### config.mk
export PLATFORM = sky130hd
export DESIGN_NAME = piso_stream_serializer
export DESIGN_NICKNAME = d
export VERILOG_FILES = /design/src/rtl/piso_stream_serializer.sv
export SDC_FILE = /design/constraint.sdc
export NUM_CORES = 1
export LEC_CHECK = 0
export ABC_AREA = 1
export CAP_MARGIN = 10
export CORE_MARGIN = 1
export CORE_UTILIZATION = 47
export CTS_CLUSTER_SIZE = 40
export DETAILED_ROUTE_END_ITERATION = 6
export GPL_TIMING_DRIVEN = 0
export PLACE_DENSITY = 0.73
export SYNTH_ARGS = -nofsm -noshare
export SYNTH_HDL_FRONTEND = slang
export SYNTH_SLANG_ARGS = --single-unit
### constraint.sdc
create_clock -name clk -period 1.5 [get_ports clk]
set_input_delay 0.375 -clock clk [delete_from_list [all_inputs] [get_ports clk]]
set_output_delay 0.375 -clock clk [all_outputs]
set_load 0.03 [all_outputs]
### src/rtl/piso_stream_serializer.sv
// rtl/piso_stream_serializer.sv - parametrised valid/ready parallel-in serial-out serializer
//
// Accepts an N-bit word over a valid/ready handshake and shifts it out one bit
// per enabled clock, MSB-first or LSB-first, with back-to-back words and no gap.
//
// Parameters:
//   N          word width in bits (N >= 1)
//   MSB_FIRST  1: bit N-1 leaves first, 0: bit 0 leaves first
//   IDLE_LEVEL level driven on so while no word is being shifted
//
// Ports:
//   clk       in   rising-edge clock
//   reset_n   in   asynchronous active-low reset
//   in_valid  in   source offers in_data
//   in_ready  out  serializer accepts a word this cycle (combinational)
//   in_data   in   parallel word, sampled only on handshake
//   shift_en  in   advance enable; 0 holds the current bit on so
//   so        out  serial data
//   so_valid  out  so carries a word bit
//   so_last   out  so carries the final bit of the current word
//   busy      out  a word is in flight (same as so_valid)

module piso_stream_serializer #(
    parameter int   N          = 8,
    parameter int   MSB_FIRST  = 1,
    parameter logic IDLE_LEVEL = 1'b0
) (
    input  logic         clk,
    input  logic         reset_n,
    input  logic         in_valid,
    output logic         in_ready,
    input  logic [N-1:0] in_data,
    input  logic         shift_en,
    output logic         so,
    output logic         so_valid,
    output logic         so_last,
    output logic         busy
);

    localparam int CW  = (N > 1) ? $clog2(N) : 1;
    localparam bit MSB = (MSB_FIRST != 0);

    typedef enum logic {
        IDLE  = 1'b0,
        SHIFT = 1'b1
    } state_t;

    state_t          state;
    state_t          state_nxt;
    logic [N-1:0]    sreg;
    logic [N-1:0]    sreg_nxt;
    logic [CW-1:0]   cnt;
    logic [CW-1:0]   cnt_nxt;
    logic            last_bit;
    logic            accept;

    assign last_bit = (cnt == '0);

    // Ready either when idle or when the final bit is being consumed this
    // cycle, which is what lets the next word follow with no bubble.
    assign in_ready = (state == IDLE) || (last_bit && shift_en);
    assign accept   = in_valid && in_ready;

    always_ff @(posedge clk or negedge reset_n) begin
        if (!reset_n) begin
            state <= IDLE;
            sreg  <= '0;
            cnt   <= '0;
        end else begin
            state <= state_nxt;
            sreg  <= sreg_nxt;
            cnt   <= cnt_nxt;
        end
    end

    always_comb begin
        state_nxt = state;
        sreg_nxt  = sreg;
        cnt_nxt   = cnt;
        case (state)
            IDLE: begin
                if (accept) begin
                    sreg_nxt  = in_data;
                    cnt_nxt   = CW'(N - 1);
                    state_nxt = SHIFT;
                end
            end
            SHIFT: begin
                if (shift_en) begin
                    if (!last_bit) begin
                        // Zero fill from the far end keeps the vacated bits clean.
                        sreg_nxt = MSB ? (sreg << 1) : (sreg >> 1);
                        cnt_nxt  = cnt - CW'(1);
                    end else if (accept) begin
                        sreg_nxt = in_data;
                        cnt_nxt  = CW'(N - 1);
                    end else begin
                        state_nxt = IDLE;
                    end
                end
            end
            default: state_nxt = IDLE;
        endcase
    end

    // Outputs decode straight from state, so an asynchronous reset clears
    // them without waiting for a clock edge.
    assign so_valid = (state == SHIFT);
    assign busy     = so_valid;
    assign so_last  = so_valid && last_bit;
    assign so       = so_valid ? (MSB ? sreg[N-1] : sreg[0]) : IDLE_LEVEL;

endmodule
==> impl_metrics.ini <==
[outcome]
status = complete, but fails checks
violations = negative setup slack

[flow_run]
maxCapViolCount = 0

[layout]
fin_util_pct = 74.3
num_antenna_cells = 0
nNetsFinal = 130
drive_above_1_share_pct = 27.8
syn_to_final_growth_pct = 39.9

[routing]
top_layer = met4
wl_met1_um = 738
firstDrtPassIters = 4
wl_met2_um = 843
wl_per_cell_um = 13.1
drtAntennaViolNets = 0
drc = 0
wl_met3_um = 72
via_per_inst = 5.15
vias = 669
routed_wl_um = 1700
drt_iter0_drc = 21

[synthesis]
postSynthAreaPerCell_um2 = 8.07
synth_area_leaders = dfrtp_1, a21oi_1, nand2_4
synth_top_area_share_pct = 40.9
netlist_area_um2 = 734
async_flop_share_pct = 100
ys_seq_elements = 12
synth_cell_type_count = 19
synth-edff-count = 0
synth-main-ff-cell = dfrtp_1
synthCells = 91
syn_nets = 105
ys_seq_area_share_pct = 40.9
synth_common_cells = a21oi_1, inv_1, nand2_1
yosysWarnings = 0
yosysTopAreaCell = dfrtp_1

[floorplan]
io_pins = 17
die_area_mm2 = 0.00172
row_count = 13
initial_core_util_pct = 53.1
die_width_um = 41.5
die_h_um = 41.5
core_area_mm2 = 0.00138

[sta]
maxClockFrequency_mhz = 637
worst_slew_pin_slew_ns = 0.565
hold_violations = 0
rsz0062_at_grt = yes
finalCritPeriodShare_pct = 105
setup_viol = 3
fin_crit_ns = 1.57
slew_violations = 0
slew-limit-headroom_pct = 62.2
fin_worst_skew_ns = 0.00559
hold_ws_ns = 0.447
fin_ws_ns = -0.0707

[power_and_ir_drop]
ir_drop_v = 0.000869
power_leakage_nw = 0.496
power_density_mw_per_mm2 = 1710

[clock_tree]
cts_root_buf = clkbuf_4
cts.sinks = 12
cts_made_buffers = 3
clockBufferDepth = 2
ctsHtreeMaxLevel = 1
clkTransAtPathRegs_ns = 0.08
clk_latency_ns = 0.28
cts_tree = done
cts_hold_buf = 0

[critical_path]
worstPathArrival_ns = 1.20
crit_path_start_kind = primary input
path_class = primary input to output port
worstPathMaxFanout = 2
required_ns = 1.12
crit_path_end_kind = output port

[placed_design]
port_buffers = 15
post-dp-hpwl_um = 1110
gp_congestion = 0.773

[hold_path]
hp-class = primary input to async pin

[global_routing]
grt_max_degree = 13
grt_usage_pct = 20.9
grt_antenna_before_repair = 0
grt_overflow = 0
grt_pass1_wl_um = 2760
grt_pass1_vias = 624
==> routing by layer <==
metal  vias up  global-route usage [%]
met2        20                    35.3
met3         6                    6.96
met1       305                    25.9
li1        338                       -
met5         -                       0
met4         0                    4.52
==> cells in the final DEF, fill, tap and decap left out, types with 2 or more instances in the layout <==
master,Yosys,routed
dfrtp_1,12,12
or2_0,2,2
inv_1,14,12
inv_2,1,3
nand2_1,14,14
nor2_2,2,2
buf_4,2,7
a21oi_1,14,14
nand2_4,5,5
clkdlybuf4s50_1,0,10
buf_6,2,5
o21ai_1,3,3
nand3_1,10,9
clkbuf_4,0,3
or2_1,3,3
==> metrics by stage <==
stage / cell area [µm²] / power [W] / TNS, ns / instances / setup slack (ns)
finish: 1030 / 0.00176 / -0.116 / 130 / -0.0707
global route: 1030 / 0.00188 / -0.586 / 130 / -0.0968
CTS: 1000 / 0.00171 / -0.122 / 129 / -0.0862
detailed placement: 906 / 0.00131 / -1.30 / 121 / -0.702
global placement: 906 / 0.00127 / -1.26 / 121 / -0.722
floorplan: 737 / 0.00108 / 0 / 91 / 0.0845
==> layout make-up <==
class / instances / area (µm²)
buffer: 4 / 37.5
clock buffer: 4 / 36.3
timing repair buffer: 20 / 186
inverter: 15 / 56.3
sequential: 12 / 300
fill: 108 / 355
multi-input combinational: 60 / 392
tap: 15 / 18.8
==> logic make-up (layout without fill, tap and decap cells) <==
logic type | count (synthesis) | in the layout | synth area share [%]
DFF | 12 | 12 | 40.9
adders and majority gates | 2 | 2 | 3.41
and+or+nand+nor | 39 | 39 | 29.6
buffers and inverters | 19 | 43 | 12.8
AOI/OAI and AO/OA | 19 | 19 | 13.3
==> power by group <==
part	total, W	switching [W]	leakage (nW)	internal, W
logic	0.000974	0.000544	0.342	0.000430
registers	0.000520	0.0000637	0.133	0.000457
clock network	0.000267	0.000119	0.0210	0.000148
total	0.00176	0.000726	0.496	0.00103
==> flip-flops by register name (all words and copies together), names as in the netlist <==
| register | count |
|---|---|
| busy | 1 |
| cnt | 3 |
| sreg | 8 |
==> final timing paths <==
path,startpoint,endpoint,slack [ns],cells after the start
setup / recovery,shift_en,in_ready,-0.07,4
hold / removal,reset_n,sreg[1]$_DFFE_PN0P_,0.45,1
setup reg to reg,cnt[0]$_DFFE_PN0P_,sreg[2]$_DFFE_PN0P_,0,9
hold reg to reg,cnt[2]$_DFFE_PN0P_,cnt[2]$_DFFE_PN0P_,0.51,2
max in group asynchronous,reset_n,sreg[7]$_DFFE_PN0P_,0.68,1
min in group clk,in_valid,sreg[5]$_DFFE_PN0P_,0.45,4
==> worst max-delay path, stage by stage <==
cell	delay [ns]
clkdlybuf4s50_1	0.53
nand3_4	0.09
nand2_4	0.07
buf_6	0.13
==> timing repair <==
action,in CTS,in global routing
buffers inserted,4,1
setup endpoints to repair,5,5
resized for setup,31,7
pin swaps,3,3
Note: power is estimated with default switching activity, not from simulation.
